## config.mk

```make
export PLATFORM = sky130hd
export DESIGN_NAME = fetch_queue_flat
export DESIGN_NICKNAME = d
export VERILOG_FILES = /design/src/rtl/fetch_queue_if.sv /design/src/rtl/fetch_queue.sv /design/src/flat_wrapper.sv
export SDC_FILE = /design/constraint.sdc
export NUM_CORES = 1
export LEC_CHECK = 0
export CAP_MARGIN = 20
export CORE_AREA = 4 4 237 239
export DETAILED_ROUTE_END_ITERATION = 8
export DIE_AREA = 0 0 241 243
export GPL_TIMING_DRIVEN = 1
export PLACE_DENSITY = 0.4
export SYNTH_ARGS = -nofsm -noshare
export SYNTH_HDL_FRONTEND = slang
export SYNTH_SLANG_ARGS = --single-unit
```

## constraint.sdc

```tcl
create_clock -name clk -period 3.2 [get_ports clk]
set_clock_uncertainty 0.1 [all_clocks]
set_input_delay 0.32 -clock clk [delete_from_list [all_inputs] [get_ports clk]]
set_output_delay 0.32 -clock clk [all_outputs]
set_load 0.01 [all_outputs]
```

## src/rtl/fetch_queue_if.sv

```systemverilog
// Fetch front-end bundle: instruction-memory port, redirect input and decode handshake.
// master = fetch unit, slave = memory/decode environment.
interface fetch_queue_if #(
  parameter int unsigned DEPTH = 4
);
  localparam int unsigned CW = $clog2(DEPTH) + 1;

  logic          imem_req;
  logic [31:0]   imem_addr;
  logic [31:0]   imem_rdata;
  logic          redirect;
  logic [31:0]   redirect_pc;
  logic          dec_ready;
  logic          instr_valid;
  logic [31:0]   instr;
  logic [31:0]   pc;
  logic          halt;
  logic [CW-1:0] occupancy;

  modport master (
    input  imem_rdata, redirect, redirect_pc, dec_ready,
    output imem_req, imem_addr, instr_valid, instr, pc, halt, occupancy
  );

  modport slave (
    output imem_rdata, redirect, redirect_pc, dec_ready,
    input  imem_req, imem_addr, instr_valid, instr, pc, halt, occupancy
  );
endinterface

```

## src/rtl/fetch_queue.sv

```systemverilog
// Sequential instruction fetch with a credit-limited FIFO toward decode,
// redirect flush and sticky halt on consumption of the halt word.
module fetch_queue #(
  parameter int unsigned DEPTH      = 4,
  parameter logic [31:0] RESET_PC   = 32'h0000_0000,
  parameter logic [31:0] HALT_INSTR = 32'h0000_0073
) (
  input  logic          clk,
  input  logic          rst,
  fetch_queue_if.master bus
);
  localparam int unsigned AW = $clog2(DEPTH);
  localparam int unsigned CW = AW + 1;

  typedef struct packed {
    logic [31:0] instr;
    logic [31:0] pc;
  } entry_t;

  entry_t        mem_q [DEPTH];
  logic [AW-1:0] rptr_q, rptr_d, wptr_q, wptr_d;
  logic [CW-1:0] count_q, count_d;
  logic [31:0]   fetch_pc_q, fetch_pc_d;
  logic [31:0]   inflight_pc_q, inflight_pc_d;
  logic          inflight_q, inflight_d;
  logic          halt_seen_q, halt_seen_d;
  logic          halt_q, halt_d;

  logic   flush, push, halt_resp, credit_ok, issue, valid, pop;
  entry_t head;

  // A halted core ignores redirects; a redirect always suppresses issue.
  assign flush     = bus.redirect & ~halt_q;
  assign push      = inflight_q & ~flush;
  assign halt_resp = push & (bus.imem_rdata == HALT_INSTR);
  assign credit_ok = (count_q + CW'(inflight_q)) < CW'(DEPTH);
  assign issue     = ~rst & ~bus.redirect & ~halt_seen_q & ~halt_q & ~halt_resp & credit_ok;
  assign head      = mem_q[rptr_q];
  assign valid     = (count_q != '0) & ~halt_q;
  assign pop       = valid & bus.dec_ready & ~flush;

  assign bus.imem_req    = issue;
  assign bus.imem_addr   = fetch_pc_q;
  assign bus.instr_valid = valid;
  assign bus.instr       = valid ? head.instr : 32'd0;
  assign bus.pc          = valid ? head.pc    : 32'd0;
  assign bus.halt        = halt_q;
  assign bus.occupancy   = count_q;

  always_comb begin
    fetch_pc_d    = fetch_pc_q;
    inflight_d    = 1'b0;
    inflight_pc_d = inflight_pc_q;
    halt_seen_d   = halt_seen_q;
    halt_d        = halt_q;
    rptr_d        = rptr_q;
    wptr_d        = wptr_q;
    count_d       = count_q;
    if (flush) begin
      rptr_d      = '0;
      wptr_d      = '0;
      count_d     = '0;
      fetch_pc_d  = bus.redirect_pc;
      halt_seen_d = 1'b0;
    end else begin
      if (issue) begin
        fetch_pc_d    = fetch_pc_q + 32'd4;
        inflight_d    = 1'b1;
        inflight_pc_d = fetch_pc_q;
      end
      if (push) wptr_d = wptr_q + AW'(1);
      if (halt_resp) halt_seen_d = 1'b1;
      if (pop) begin
        rptr_d = rptr_q + AW'(1);
        if (head.instr == HALT_INSTR) halt_d = 1'b1;
      end
      case ({push, pop})
        2'b10:   count_d = count_q + CW'(1);
        2'b01:   count_d = count_q - CW'(1);
        default: count_d = count_q;
      endcase
    end
  end

  always_ff @(posedge clk or posedge rst) begin
    if (rst) begin
      fetch_pc_q    <= RESET_PC;
      inflight_q    <= 1'b0;
      inflight_pc_q <= 32'd0;
      halt_seen_q   <= 1'b0;
      halt_q        <= 1'b0;
      rptr_q        <= '0;
      wptr_q        <= '0;
      count_q       <= '0;
    end else begin
      fetch_pc_q    <= fetch_pc_d;
      inflight_q    <= inflight_d;
      inflight_pc_q <= inflight_pc_d;
      halt_seen_q   <= halt_seen_d;
      halt_q        <= halt_d;
      rptr_q        <= rptr_d;
      wptr_q        <= wptr_d;
      count_q       <= count_d;
    end
  end

  // Storage needs no reset: occupancy gates every read.
  always_ff @(posedge clk) begin
    if (push) mem_q[wptr_q] <= '{instr: bus.imem_rdata, pc: inflight_pc_q};
  end
endmodule
```

## src/flat_wrapper.sv

```systemverilog
// flat-port wrapper written by rule: the top's interface ports become plain ports
module fetch_queue_flat 
#(
  parameter int unsigned DEPTH      = 4,
  parameter logic [31:0] RESET_PC   = 32'h0000_0000,
  parameter logic [31:0] HALT_INSTR = 32'h0000_0073
)
  (clk, rst, bus_imem_rdata, bus_redirect, bus_redirect_pc, bus_dec_ready, bus_imem_req, bus_imem_addr, bus_instr_valid, bus_instr, bus_pc, bus_halt, bus_occupancy);
  fetch_queue_if #(.DEPTH(DEPTH)) bus_i ();
  input  logic clk;
  input  logic rst;
  input wire logic [$bits(bus_i.imem_rdata)-1:0] bus_imem_rdata;
  input wire logic [$bits(bus_i.redirect)-1:0] bus_redirect;
  input wire logic [$bits(bus_i.redirect_pc)-1:0] bus_redirect_pc;
  input wire logic [$bits(bus_i.dec_ready)-1:0] bus_dec_ready;
  output wire logic [$bits(bus_i.imem_req)-1:0] bus_imem_req;
  output wire logic [$bits(bus_i.imem_addr)-1:0] bus_imem_addr;
  output wire logic [$bits(bus_i.instr_valid)-1:0] bus_instr_valid;
  output wire logic [$bits(bus_i.instr)-1:0] bus_instr;
  output wire logic [$bits(bus_i.pc)-1:0] bus_pc;
  output wire logic [$bits(bus_i.halt)-1:0] bus_halt;
  output wire logic [$bits(bus_i.occupancy)-1:0] bus_occupancy;
  assign bus_i.imem_rdata = bus_imem_rdata;
  assign bus_i.redirect = bus_redirect;
  assign bus_i.redirect_pc = bus_redirect_pc;
  assign bus_i.dec_ready = bus_dec_ready;
  assign bus_imem_req = bus_i.imem_req;
  assign bus_imem_addr = bus_i.imem_addr;
  assign bus_instr_valid = bus_i.instr_valid;
  assign bus_instr = bus_i.instr;
  assign bus_pc = bus_i.pc;
  assign bus_halt = bus_i.halt;
  assign bus_occupancy = bus_i.occupancy;
  fetch_queue #(.DEPTH(DEPTH), .RESET_PC(RESET_PC), .HALT_INSTR(HALT_INSTR)) u_core (.clk(clk), .rst(rst), .bus(bus_i));
endmodule
```

== Word level (Yosys, flattened, before mapping) ==
Memories as Yosys holds them, arrays and structs flattened.
Index checks and enable logic that the tools add are counted.

* Eq/ne operators: 4
* Bitwise gates (word level): 17
* $add $sub $neg: 6
* Reductions and logical operators: 8
* Multiplexer cells: 16
* Order comparisons: 1

{| class="wikitable"
|+ Operators by type and width
! operator !! number
|-
| $mux W32 || 4
|-
| $eq A32 B7 Y1 const B || 2
|-
| $add A32 B3 Y32 const B || 1
|-
| $and A1 B1 Y1 || 11
|-
| $mux W2 || 4
|-
| $reduce_bool A2 Y1 || 4
|-
| $mux W1 || 6
|-
| $not A1 Y1 || 6
|-
| $pmux W3 S2 || 1
|-
| $reduce_bool A3 Y1 || 2
|-
| $add A2 B1 Y2 const B || 2
|-
| $add A3 B1 Y3 || 1
|-
| $add A3 B1 Y3 const B || 1
|-
| $lt A3 B3 Y1 const B || 1
|-
| $mux W3 || 1
|-
| $reduce_and A3 Y1 || 1
|-
| $sub A3 B1 Y3 const B || 1
|-
| $eq A2 B1 Y1 const B || 1
|-
| $eq A2 B2 Y1 const B || 1
|-
| $reduce_and A2 Y1 || 1
|}

* Output and inout port bits: 102
* Register bits after elaboration: 74
* Logic and storage cells: 61
* RAM bits: 256
* Memories kept: 1
* Input port bits: 68

{| class="wikitable"
|+ Memories
! memory !! depth !! width !! read ports !! clocked after memory_dff !! wr ports !! RTL line !! RTL
|-
| u_core.mem_q || 4 || 64 || 1 || 0 || 1 || fetch_queue.sv:20 || <nowiki>entry_t mem_q [DEPTH];</nowiki>
|}

== Longest topological paths before layout ==
* Depth after elaboration: 10
* Depth in mapped cells: 10

== Worst setup path after synthesis ==
OpenSTA, ideal clock, no wires.

* Path kind: register -> register
* From: register u_core.halt_q (netlist: u_core.bus.halt)
* To: memory u_core.mem_q[0][0] (netlist name), enable pin
* Cell stages (with the launch flop): 4
* Slack: 423 ps
* Arrival: 2248 ps
* Path through: dfrtp_1 -> nand2b_1 -> buf_4 -> and3_1

* Longest elaborated chain between the ends: 6

{| class="wikitable"
|+ Ends and longest elaborated chain
! what !! RTL line !! RTL
|-
| start: declaration || fetch_queue.sv:27 || <nowiki>logic halt_q, halt_d;</nowiki>
|-
| start signal: assignment || fetch_queue.sv:100 || <nowiki>halt_q <= halt_d;</nowiki>
|-
| $not A1 Y1 || fetch_queue.sv:33 || <nowiki>assign flush = bus.redirect & ~halt_q;</nowiki>
|-
| $and A1 B1 Y1 || fetch_queue.sv:33 ||
|-
| $not A1 Y1 (no source line) || -- ||
|-
| $and A1 B1 Y1 || fetch_queue.sv:34 || <nowiki>assign push = inflight_q & ~flush;</nowiki>
|-
| $mux W1 || fetch_queue.sv:109 || <nowiki>if (push) mem_q[wptr_q] <= '{instr: bus.imem_rdata, pc: inflight_pc_q};</nowiki>
|-
| $mux W1 (implied by the code) || fetch_queue.sv:109 ||
|-
| end: declaration || fetch_queue.sv:20 ||
|}

No other way between the ends.

== Worst setup path after layout ==
* From: input port bus_imem_rdata[19]
* To: output port bus_imem_req

* Longest elaborated chain between the ends: 5

{| class="wikitable"
|+ Ends and longest elaborated chain
! what !! RTL line !! RTL
|-
| start: declaration || flat_wrapper.sv:12 || <nowiki>input wire logic [$bits(bus_i.imem_rdata)-1:0] bus_imem_rdata;</nowiki>
|-
| $eq A32 B7 Y1 || fetch_queue.sv:35 || <nowiki>assign halt_resp = push & (bus.imem_rdata == HALT_INSTR);</nowiki>
|-
| $and A1 B1 Y1 || fetch_queue.sv:35 ||
|-
| $not A1 Y1 || fetch_queue.sv:37 || <nowiki>assign issue = ~rst & ~bus.redirect & ~halt_seen_q & ~halt_q & ~halt_resp & credit_ok;</nowiki>
|-
| $and A1 B1 Y1 (2 in a row) || fetch_queue.sv:37 ||
|-
| end: declaration || flat_wrapper.sv:16 || <nowiki>output wire logic [$bits(bus_i.imem_req)-1:0] bus_imem_req;</nowiki>
|}

No other way between the ends.

==> results.md <==
Outcome:
- The run finished with clean final reports.

Job:
- The tool flagged a number of max-cap violations equal to 0.

Pwr:
- The relative contribution of the clock network to total power is 0.427.
- VDD sags by at most 0.306 mV.
- The net load switching power is 0.00249 W.
- The combinational cell fraction of total power is 0.098.
- The leakage dissipation is ~6 nW.
- The internal power of the cells totals 0.00811 W.
- The register share of total power is 0.475.
- Of the total power, the share spent switching nets is 0.235.
- Dividing total power by cell area gives a power density of 604 nW/µm².

Final layout:
- The number of standard cells in the layout, taps in and fillers out is 1768.
- The number of inserted diodes is 0.
- Fill cells in the final layout number 5287.
- The number of nets in the finished design is about 1100.
- In the final layout, the share of cells above drive strength 1 is 0.154.
- The sequential cells in the finished layout cover a total of 9540 µm².
- Summing all multi-input logic gate instances after layout gives 3660 µm².
- From synthesis to final layout, the design area changed by 30.5%.

Worst setup path:
- The classification of the worst setup path is input pin to primary output.
- Traced cell by cell, the critical path runs through clkdlybuf4s50_1, nor4_1, nand4_1, o311ai_4, buf_12, inv_1, clkdlybuf4s50_1.
- The top fanout value on the critical path is 6.
- The critical path data required time is 2780 ps.
- The element type at the critical path end is a primary output.
- At the worst endpoint, the arrival time is 2700 ps.
- In this design, the stage delay of the slowest critical-path cell is 500 ps.
- The kind of start point of the critical path is an input pin.
- By instance count, the cell type seen most on the critical path is clkdlybuf4s50_1.
- The highest-delay cell along the critical path is clkdlybuf4s50_1.

Synth:
- The count of yosys warnings during synthesis is 0.
- The post-synthesis compound-gate area fraction came to 0.0406.
- By area the synthesized netlist is led by edfxtp_1 (57%), dfrtp_1 (14%), mux4_2 (11%), nand2_1 (3.7%), and2_1 (3.0%).
- The xor and xnor fraction of the mapped netlist area is 0.00391.
- The share of flip-flops with an asynchronous set or reset after synthesis is 0.224.
- The count of cell types in the netlist is 48.
- In this run, synthesis produced a sequential element count of 330.
- edfxtp_1 takes more of the synthesized area than any other cell.
- Synthesis produced a netlist with a net count of 919.
- The synthesized netlist occupies a cell area of 13400 µm².
- In the synthesized netlist, the number of instances is ~840.
- The synthesized design contains 256 enable-type register cells.
- The post-synthesis simple-gate area fraction is 0.110.
- The share of the yosys chip area belonging to registers is 0.710.
- The area share of the leading cell type in the synthesized netlist is 0.572.
- The post-synthesis share of cell area spent on full adders, half adders and majority gates is 0.00708.
- After synthesis, the share of cell area in mux cells is 0.109.
- Averaged over all synthesized cells, the footprint is 15.9 µm².
- By area, the combinational part of the netlist is dominated by simple AND/OR/NAND/NOR gates.
- For this run, the leading register cell type out of synthesis is edfxtp_1.

Clock tree:
- The clock-pin transition on the worst setup and hold timing paths is 50 ps.
- After clock tree synthesis, the flow added hold-fix buffers numbering 0.
- Post-CTS timing repair inserted 0 buffers for setup.
- After clock tree synthesis, the repair step resized 0 gates.
- The clock reaches the later pin of the worst-skew pair after 560 ps.
- TritonCTS built the clock tree.
- The clock buffer count from CTS is 40.
- No sink is reached through more buffers than the 3 on the longest clock path.
- The tree built by TritonCTS fans out to 330 sinks.
- In this run the number of H-tree levels came out at 2.
- CTS placed an instance of clkbuf_16 at the clock tree root.

STA:
- Across all hold checks on the routed design, the worst slack comes to 86.4 ps.
- After layout, the minimum clock period comes to 3120 ps.
- For the pin with the worst max-slew slack, the measured transition is approximately 650 ps.
- Setup violations remaining at the end of the flow were counted as 0.
- The post-route fraction of the period consumed by the critical path is 0.974.
- The total count of hold-check failures in the final report is 0.
- The tightest slew margin relative to the limit is 0.570.
- The final max-slew violation count is 0.
- Summed over all failing endpoints, the final setup total negative slack is 0 ps.
- Setup repair after global routing left no endpoint under its margin.
- Timing would allow up to 321 MHz.

Drt:
- For this run, the detailed router's first-pass iteration total came to 5.
- The per-cell routed wire length is 21.1 µm.
- Wires add up to 37200 µm.
- The first routing iteration left 430 violations.
- The ratio of routed vias to standard cells is 4.52.
- After detailed routing, the number of remaining DRC violations is 0.
- The detailed-route via count is between 7000 and 8000.
- The count of nets left with antenna violations after detail routing is 0.

Floorplan:
- In this run the horizontal extent of the chip is around 240 µm.
- The overall die area is 58600 µm².
- The starting utilization of the core area is 0.250.
- The core region is around 54000 µm².
- The floorplan step set the die height to about 240 µm.
- The top-level port count is 170.
- The standard-cell row count is 85.

Global routing:
- For this run, the total global-route usage over all layers was measured as 0.129.
- For met1 alone, demand over resource in global routing was 0.181.
- In the global route stage, met2 resource usage came out at 0.200.
- The maximum number of pins on one net before global-route repair is 65.
- The total congestion overflow after global routing is 0.
- After global routing, the most crowded layer is met2.
- The first global-routing pass estimated between 50000 and 60000 µm of wire.
- The global-route track usage on met3 is 0.0341.
- The via count of the first global-routing pass is 8724.
- The number of antenna violations at the first check in global routing is 0.

Placement:
- The cell count after placement is 1694.
- Input and output buffers added on the ports amount to 169.
- After legalization and detailed placement, the total HPWL measured roughly 24000 µm.
- The last weighted congestion value of the routability-driven placer is 0.739.

Worst hold path:
- The kind of path behind the tightest hold check is input pin to asynchronous set/reset pin.
## per-stage QoR
step	area (µm²)	worst slack (ps)	power [W]	util
floorplan	13400	423	0.00556	-
global placement	16200	95.7	0.00619	0.301
detailed placement	16200	89.3	0.00619	0.301
CTS	17500	92.5	0.0108	0.326
global route	17500	13.0	0.0111	0.326
finish	17500	82.3	0.0106	0.326
## cell usage in the layout, fill, tap and decap left out, drive strengths merged, types with 5 or more instances in the layout
cell type	n
nand4	9
ha	6
o311ai	15
nor4	17
clkbuf	51
clkinv	17
and2	68
mux4	64
a31oi	7
dfrtp	74
clkdlybuf4s50	169
nand3	13
edfxtp	256
buf	31
a21oi	10
nand2	134
o211ai	8
nor2	29
o21ai	34
inv	12
and3	13
a32oi	5
## Yosys cell counts, types with 4 or more instances
cell,count
edfxtp_1,256
nand2_1,134
dfrtp_1,74
and2_1,65
mux4_2,63
nor2_1,29
o21ai_0,27
clkbuf_1,22
nor4_1,15
and3_1,13
buf_2,13
nand3_1,13
a21oi_1,10
inv_1,10
o311ai_0,10
nand4_1,8
o211ai_1,8
a31oi_1,7
o21ai_1,7
ha_1,6
a32oi_1,5
buf_1,5
o311ai_1,4
xor2_1,4
## kinds of logic (layout without fill, tap and decap cells)
group / after synthesis / count (layout)
adder cells (fa/ha/maj): 7 / 7
XOR/XNOR: 6 / 6
AO/OA/AOI/OAI: 82 / 82
multiplexers: 66 / 66
AND/OR/NAND/NOR: 296 / 296
buffers and inverters: 57 / 285
flip-flops: 330 / 330
## flip-flops by register name, summed over array words and instances (netlist names)
register,flops
u_core.mem_q,256
u_core.bus.imem_addr,32
u_core.inflight_pc_q,32
u_core.bus.occupancy,3
u_core.rptr_q,2
u_core.wptr_q,2
u_core.bus.halt,1
u_core.halt_seen_q,1
u_core.inflight_q,1
## cell type report
class | instances | share of cell area
Sequential cell | 330 | 0.544
Multi-Input combinational cell | 457 | 0.209
Timing Repair Buffer | 200 | 0.119
Clock buffer | 51 | 0.0617
Tap cell | 696 | 0.0497
Clock inverter | 23 | 0.0136
Inverter | 11 | 0.00243
## metal layers
metal | vias up | wire length [µm]
met3 | 51 | 2320
met1 | 4097 | 17000
met4 | 0 | 742
li1 | 3639 | -
met2 | 212 | 17100
met5 | - | 0
## final timing paths
kind                                         start                  endpoint  slack, ps  depth (start not counted)
max in group asynchronous                      rst  u_core.inflight_pc_q[25]       2270                          3
min in group clk                bus_redirect_pc[0]   u_core.bus.imem_addr[0]        200                          3
worst min register to register  u_core.halt_seen_q        u_core.halt_seen_q        390                          2
worst max-delay path            bus_imem_rdata[19]              bus_imem_req         80                          7
worst max register to register    u_core.rptr_q[0]           u_core.bus.halt        510                          6
worst min-delay path                           rst          u_core.rptr_q[1]         90                          2
## power by group through the flow
stage	clock network [W]	logic [W]	registers (W)
CTS	0.00470	0.00108	0.00504
global route	0.00489	0.00115	0.00507
global placement	0	0.00107	0.00512
detailed placement	0	0.00107	0.00512
finish	0.00452	0.00104	0.00503
floorplan	0	0.000496	0.00506
## critical path: cells and delay by family
| family | cells | cell delay [ps] |
|---|---|---|
| buffers and inverters | 4 | 1180 |
| AND/OR/NAND/NOR | 2 | 790 |
| AO/OA/AOI/OAI | 1 | 400 |
(Power assumes the default switching activity.)
